$ cat src/rtl/pci_fifo_arbiter.sv
// First-come-first-served PCI bus arbiter: queues active-low REQ# lines in arrival
// order and drives one active-low GNT# at a time, following FRAME#/IRDY# ownership.

module pci_fifo_arbiter_lane (
   input  logic clk,
   input  logic reset,
   input  logic req_n,
   input  logic owner_hit,
   input  logic pop_clr,
   output logic push
);
   logic pending_d, pending_q;

   // A requester already queued or currently owning the bus is not pushed again.
   always_comb begin
      push      = !req_n && !pending_q && !owner_hit;
      pending_d = (pending_q || push) && !pop_clr;
   end

   always_ff @(posedge clk) begin
      if (reset) pending_q <= 1'b0;
      else       pending_q <= pending_d;
   end
endmodule

module pci_fifo_arbiter #(
   parameter int NREQ        = 8,
   parameter int GNT_TIMEOUT = 16
) (
   input  logic            clk,
   input  logic            reset,
   input  logic [NREQ-1:0] req_n,
   input  logic            frame_n,
   input  logic            irdy_n,
   output logic [NREQ-1:0] gnt_n,
   output logic [2:0]      owner,
   output logic            owner_valid,
   output logic [3:0]      q_count
);
   localparam int TW = (GNT_TIMEOUT > 16) ? $clog2(GNT_TIMEOUT) : 4;
   localparam logic [TW-1:0] TMO_LAST = TW'(GNT_TIMEOUT - 1);

   localparam logic [1:0] ST_IDLE    = 2'd0;
   localparam logic [1:0] ST_GRANTED = 2'd1;
   localparam logic [1:0] ST_BUSY    = 2'd2;

   logic [NREQ-1:0][2:0] fifo_d, fifo_q;
   logic [2:0]           head_d, head_q, tail_d, tail_q, wr_ptr, head_id;
   logic [3:0]           count_d, count_q, n_push;
   logic [1:0]           state_d, state_q;
   logic [NREQ-1:0]      gnt_d, gnt_q;
   logic [2:0]           owner_d, owner_q;
   logic                 owner_valid_d, owner_valid_q;
   logic [TW-1:0]        tmo_d, tmo_q;
   logic [NREQ-1:0]      owner_hit, pop_clr, push;
   logic                 pop;

   always_comb begin
      owner_hit = '0;
      if (owner_valid_q) owner_hit = NREQ'(1) << owner_q;
      head_id = fifo_q[head_q];
      pop     = (state_q == ST_IDLE) && (count_q != 4'd0);
      pop_clr = '0;
      if (pop) pop_clr = NREQ'(1) << head_id;
   end

   pci_fifo_arbiter_lane u_lane [NREQ-1:0] (
      .clk       (clk),
      .reset     (reset),
      .req_n     (req_n),
      .owner_hit (owner_hit),
      .pop_clr   (pop_clr),
      .push      (push)
   );

   // Same-cycle arrivals are appended in ascending id order behind existing entries.
   always_comb begin
      fifo_d = fifo_q;
      wr_ptr = tail_q;
      n_push = 4'd0;
      for (int i = 0; i < NREQ; i++) begin
         if (push[i]) begin
            fifo_d[wr_ptr] = 3'(i);
            wr_ptr         = wr_ptr + 3'd1;
            n_push         = n_push + 4'd1;
         end
      end
      tail_d  = wr_ptr;
      head_d  = pop ? head_q + 3'd1 : head_q;
      count_d = count_q + n_push - {3'd0, pop};
   end

   always_comb begin
      state_d       = state_q;
      gnt_d         = gnt_q;
      owner_d       = owner_q;
      owner_valid_d = owner_valid_q;
      tmo_d         = tmo_q;
      case (state_q)
         ST_IDLE: begin
            gnt_d = '1;
            // A popped head whose REQ# has gone away is dropped; that costs one cycle.
            if (pop && !req_n[head_id]) begin
               state_d       = ST_GRANTED;
               gnt_d         = ~(NREQ'(1) << head_id);
               owner_d       = head_id;
               owner_valid_d = 1'b1;
               tmo_d         = '0;
            end
         end
         ST_GRANTED: begin
            if (!frame_n) begin
               state_d = ST_BUSY;
            end else if (req_n[owner_q] || tmo_q == TMO_LAST) begin
               state_d       = ST_IDLE;
               gnt_d         = '1;
               owner_d       = 3'd0;
               owner_valid_d = 1'b0;
            end else begin
               tmo_d = tmo_q + TW'(1);
            end
         end
         ST_BUSY: begin
            if (frame_n && irdy_n) begin
               state_d       = ST_IDLE;
               gnt_d         = '1;
               owner_d       = 3'd0;
               owner_valid_d = 1'b0;
            end else if (count_q != 4'd0) begin
               // Someone is waiting: withdraw GNT# so the master stops after this transaction.
               gnt_d = '1;
            end
         end
         default: begin
            state_d       = ST_IDLE;
            gnt_d         = '1;
            owner_d       = 3'd0;
            owner_valid_d = 1'b0;
         end
      endcase
   end

   always_ff @(posedge clk) begin
      if (reset) begin
         fifo_q        <= '0;
         head_q        <= '0;
         tail_q        <= '0;
         count_q       <= '0;
         state_q       <= ST_IDLE;
         gnt_q         <= '1;
         owner_q       <= '0;
         owner_valid_q <= 1'b0;
         tmo_q         <= '0;
      end else begin
         fifo_q        <= fifo_d;
         head_q        <= head_d;
         tail_q        <= tail_d;
         count_q       <= count_d;
         state_q       <= state_d;
         gnt_q         <= gnt_d;
         owner_q       <= owner_d;
         owner_valid_q <= owner_valid_d;
         tmo_q         <= tmo_d;
      end
   end

   assign gnt_n       = gnt_q;
   assign owner       = owner_q;
   assign owner_valid = owner_valid_q;
   assign q_count     = count_q;
endmodule

$ cat config.mk
export PLATFORM = sky130hd
export DESIGN_NAME = pci_fifo_arbiter
export DESIGN_NICKNAME = d
export VERILOG_FILES = /design/src/rtl/pci_fifo_arbiter.sv
export SDC_FILE = /design/constraint.sdc
export NUM_CORES = 1
export LEC_CHECK = 0
export CORE_ASPECT_RATIO = 0.75
export CORE_MARGIN = 2
export CORE_UTILIZATION = 55
export CTS_CLUSTER_DIAMETER = 200
export DETAILED_ROUTE_END_ITERATION = 8
export HOLD_SLACK_MARGIN = 0.12
export PLACE_DENSITY = 0.74
export SYNTH_ARGS = -nofsm -noshare
export SYNTH_HDL_FRONTEND = slang
export SYNTH_SLANG_ARGS = --single-unit
$ cat constraint.sdc
create_clock -name clk -period 7.7 [get_ports clk]
set_input_delay 1.54 -clock clk [delete_from_list [all_inputs] [get_ports clk]]
set_output_delay 1.54 -clock clk [all_outputs]
set_load 0.01 [all_outputs]
---- After elaboration in Yosys (flattened, before gate mapping) ----
Cells that the tools add are included.
storage, ports and cells
  flip-flop bits (word level) ............. 60
  word-level logic and storage cells ...... 253
operators by class
  add/subtract/negate cells ............... 19
  order comparisons ....................... 19
  eq/ne operators ......................... 10
  shift-type cells ........................ 2
  multiplexer cells ....................... 73
  bitwise gates (word level) .............. 22
  reductions and logical operators ........ 84
operators by type and width
  cell                                                        count
  two-way mux 24 bit                                          8
  demux 3 bit (select 3 bit)                                  8
  two-way mux 3 bit                                           21
  two-way mux 8 bit                                           7
  bitwise AND 16 bit                                          3
  inverter 16 bit                                             3
  bitwise OR 16 bit                                           3
  less-than comparator 3 x 4 -> 1 bit, second input constant  11
  two-way mux 4 bit                                           10
  logical AND 1 bit                                           35
  zero test 1 bit                                             33
  adder 4 x 1 -> 4 bit, second input constant                 8
  inverter 8 bit                                              4
  adder 3 x 1 -> 3 bit, second input constant                 9
  bitwise AND 24 bit                                          1
  bitwise AND 8 bit                                           3
  >= comparator 3 x 1 -> 1 bit, second input constant         8
  inverter 24 bit                                             1
  bitwise OR 24 bit                                           1
  bitwise OR 8 bit                                            3
  one-hot mux 8 bit (3 select lines)                          1
  << shifter 1 x 3 -> 8 bit, first input constant             2
  binary-select mux 3 bit (select 3 bit)                      1
  logical OR 1 bit                                            9
  20 further kinds                                            36

---- Longest topological paths before layout ----
  depth in word-level cells ............... 24
  mapped depth ............................ 31
  depth with buffers taken out ............ 30

---- Hierarchy ----
Synthesis repeated with hierarchy kept, for this count alone.
second synthesis, totals
  cell total of the unflattened synthesis .. 687
  area, all modules ....................... 5,413.9 um2
modules (own cells, without submodules)
  module                 instances  cells each  area an instance (um2)
  pci_fifo_arbiter       1          655         5,053.6
  pci_fifo_arbiter_lane  8          4           45.0

---- Worst setup path before layout ----
OpenSTA, ideal clock, no wires.
  path type ............................... input to register
  from .................................... in req_n[1]
  to ...................................... reg count_q[3], in the netlist q_count[3]
  data arrival time ....................... 6.780 ns
  data required time ...................... 7.571 ns
  setup slack ............................. 0.791 ns
  cell stages on the path ................. 26
  cells stage by stage .................... or2_2 > nor2_1 > ha_1 > or3_1 > and2_0 > clkbuf_1 > inv_1 > ha_1 > xnor2_1 > xnor2_1 > o311a_1 > ha_1 > xnor3_1 > nand2_1 > nand3_1 > ha_1 > mux2i_1 > ha_1 > inv_1 > ha_1 > a21o_1 > a21oi_1 > xnor2_1 > xor2_1 > o21ai_0 > nor3b_1
on the way
  cells in the longest elaborated chain, start to end .. 18
ends and longest elaborated chain
  element                            line  text
  start: declaration                 32    input logic [NREQ-1:0] req_n,
  zero test 1 bit *                  16    push = !req_n && !pending_q && !owner_hit;
  logical AND 1 bit * (2 in series)  16
  two-way mux 4 bit *                82    if (push[i]) begin
  adder 4 x 1 -> 4 bit               85    n_push = n_push + 4'd1;
  two-way mux 4 bit *                82
  adder 4 x 1 -> 4 bit               85
  two-way mux 4 bit *                82
  adder 4 x 1 -> 4 bit               85
  two-way mux 4 bit *                82
  adder 4 x 1 -> 4 bit               85
  two-way mux 4 bit *                82
  adder 4 x 1 -> 4 bit               85
  two-way mux 4 bit *                82
  adder 4 x 1 -> 4 bit               85
  two-way mux 4 bit *                82
  adder 4 bit *                      90    count_d = count_q + n_push - {3'd0, pop};
  subtractor 4 x 1 -> 4 bit *        90
  end signal: assignment             158   count_q <= count_d;
  end: declaration                   49    logic [3:0] count_d, count_q, n_push;
Every way passes the cells marked *; elsewhere a longest branch is shown, timed or not.
A chain may end at the register's enable or synchronous reset.

---- Final worst setup path ----
  from .................................... in req_n[0]
  to ...................................... reg count_q[3], in the netlist q_count[3]
on the way
  cells in the longest elaborated chain, start to end .. 20
ends and longest elaborated chain
  element                            line
  zero test 1 bit *                  16
  logical AND 1 bit * (2 in series)  16
  two-way mux 1 bit *                82
  adder 4 x 1 -> 4 bit               85
  two-way mux 4 bit *                82
  adder 4 x 1 -> 4 bit               85
  two-way mux 4 bit *                82
  adder 4 x 1 -> 4 bit               85
  [... 3 more ...]                   -
  adder 4 x 1 -> 4 bit               85
  two-way mux 4 bit *                82
  adder 4 x 1 -> 4 bit               85
  two-way mux 4 bit *                82
  adder 4 x 1 -> 4 bit               85
  two-way mux 4 bit *                82
  adder 4 bit *                      90
  subtractor 4 x 1 -> 4 bit *        90
Marks and branches as above.

==> metrics <==
Setup-failing EPs final 0; critical path type in2reg; Syn Nets 720; Iteration-0 DRC Markers 793; Sequential Power Share 0.158; Power Density 537 nW/um2; Yosys top cell area share 0.222; GR Overflow Total 0; P_int 1.64 mW; Top FF cell, synth dfxtp_1; drt pass-1 iters 6; P_sw 1.69 mW; starting density of the core 0.562; part of the Yosys area used for sequential elements 0.222; WP data arrival 7390 ps; synth unique cells 88; first-pass GRT wire length 29800 um; post-synth top area cell dfxtp_1; Area Overhead vs Synth 14.5%; r2r worst-path depth 26; Mapped Area 5410 um2; commonest cells after routing, fill and taps aside 63 x nor2_1, 60 x dfxtp_1, 53 x a21oi_1, 39 x nand2_1, 38 x nand3_1; clock buffer depth 2; most frequent CP cell ha_1; slew margin rel. 0.266; placed cell areas 5870 um2; layout filler cell count 880; top post-synthesis cells by area dfxtp_1 22%, ha_1 5.6%, a21oi_1 4.9%, nor2_1 4.4%, nand3_1 3.5%; layout cell share with drive strength beyond 1 0.116; H-Tree Level Count 3; worst path bufs/invs 4; TritonCTS clock tree done; post-detail-place hpwl 14600 um; antenna violations before repair 0; Yosys warnings 0; final hold violations 0; Worst path slowest cell clkdlybuf4s50_1; Net count, final 745; max_cap viols 0; CTS clock-pin slew for the worst setup and hold paths 60 ps; CP required 7910 ps; crit path capture type flop; LEAKAGE 2.32 nW; worst clock skew 12.9 ps; Largest stage delay, worst path 410 ps; later-pin clock latency in the skew report 340 ps; Crit path max-delay family adder cells; largest net degree at the start of global routing 52; I/O pin cnt 28; final WL 19000 um; number of global-route vias before repair 5355; Sw Share 0.507; VDD IR max 322 uV; Post-synth EDFFs 0; Max Slew Vio Count 0; Mapped Cells 683; Logic pwr share 0.707; Die Span Y 89.9 um; worst-path maximum fanout 7; WP depth 27; Syn Area/Cell 7.92 um2; asr flop ratio synth 0; clock power share 0.134; Yosys reg bits 60; period utilization 0.933; Worst Setup Start Kind input port; die area 10600 um2; Post-Layout Inst Area 6190 um2; Ant. Diodes 0; most common cell after layout, fill and taps aside nor2_1; post-route ant nets 0; Power, Total 3.33 mW; # rows 31; slew at the pin closest to its max-slew limit 1090 ps; # DRC 0; Tmin final 7180 ps; final core utilization 0.644; WHS Path Cells 2; clock root cell clkbuf_16; total global-route track usage 0.358; Die W 118 um; vias 5748; Placer Congestion 1.02; outcome completed; RSZ-0062 raised after global routing false; Vias/cell 6.80; total CTS buffers 9; setup tns final 0 ps; hold crit path type reg2reg; clock sinks 60; core area 9620 um2; maximum operating frequency 139 MHz; post-detailed-route wirelength per cell 22.5 um; port bufs 27
==> through the flow <==
| step | hold WS [ps] | setup slack, ps | instances |
|---|---|---|---|
| finish | 494 | 518 | 845 |
| global route | 520 | 56.9 | 845 |
| CTS | 492 | 523 | 845 |
| detailed placement | 483 | 194 | 829 |
| global placement | 466 | 383 | 829 |
| floorplan | 459 | 791 | 683 |
==> state kept, by name, indices dropped and copies added (netlist names) <==
name / count
fifo_q: 24
gnt_n: 8
u_lane.pending_q: 8
q_count: 4
tmo_q: 4
head_q: 3
owner: 3
tail_q: 3
state_q: 2
owner_valid: 1
==> power groups by stage <==
stage | registers, mW | clock network, mW | logic, mW
3_5_place_dp | 0.525 | 0 | 2.26
6_report | 0.527 | 0.447 | 2.35
3_3_place_gp | 0.521 | 0 | 2.21
4_1_cts | 0.519 | 0.448 | 2.28
5_1_grt | 0.537 | 0.463 | 2.55
2_1_floorplan | 0.464 | 0 | 1.70
==> synth_stat cells (all sizes together) (9+ instances only) <==
master and n:
inv 27, nor2b 9, ha 24, nand3 38, dfxtp 60, nor3 27, a211oi 12, clkbuf 28
a31oi 25, or2 12, nor2 63, xnor2 18, or3 11, o21ai 30, mux2i 17, nand2 39
and3 12, a21oi 53
==> final timing paths <==
check | start | endpoint | slack [ps]
setup reg to reg | owner_valid$_SDFFE_PP0P_ | q_count[3]$_SDFF_PP0_ | 1170
setup / recovery | req_n[0] | q_count[3]$_SDFF_PP0_ | 520
hold reg to reg | tmo_q[3]$_SDFFE_PP0P_ | tmo_q[3]$_SDFFE_PP0P_ | 490
hold / removal | tmo_q[3]$_SDFFE_PP0P_ | tmo_q[3]$_SDFFE_PP0P_ | 490
==> logic make-up (layout without fill, tap and decap cells) <==
| group | after synthesis | after routing | share of synthesized area |
|---|---|---|---|
| AND/OR/NAND/NOR | 261 | 261 | 0.257 |
| AO/OA/AOI/OAI | 214 | 214 | 0.272 |
| buffers and inverters | 64 | 94 | 0.0472 |
| flip-flops | 60 | 60 | 0.222 |
| XOR/XNOR | 32 | 32 | 0.0754 |
| multiplexers | 27 | 27 | 0.0669 |
| adder cells (fa/ha/maj) | 25 | 25 | 0.0592 |
==> layer usage <==
metal,global-route usage,wire length (um),vias up
met5,0,0,-
met4,0.0982,336,0
met3,0.110,2290,32
met2,0.498,7590,334
met1,0.530,8810,2737
li1,-,-,2645
==> layout make-up <==
type                       count  area (um2)  share of cell area
tap                          132         165              0.0267
clock buffer                   9         225              0.0364
timing repair buffer          50         443              0.0715
sequential                    60        1200               0.194
clock inverter                 7        97.6              0.0158
inverter                      28         105              0.0170
multi-input combinational    559        3960               0.639
==> timing repair <==
action	4_1_cts	5_1_grt
hold buffers	0	0
buffers inserted	0	0
setup endpoints to repair	0	1
resized for setup	0	1
==> worst min-delay path, delay by kind of cell, from the launching register on <==
kind,cells,cell delay [ps]
flip-flops,1,320
AO/OA/AOI/OAI,2,130
(Power assumes the default switching activity.)
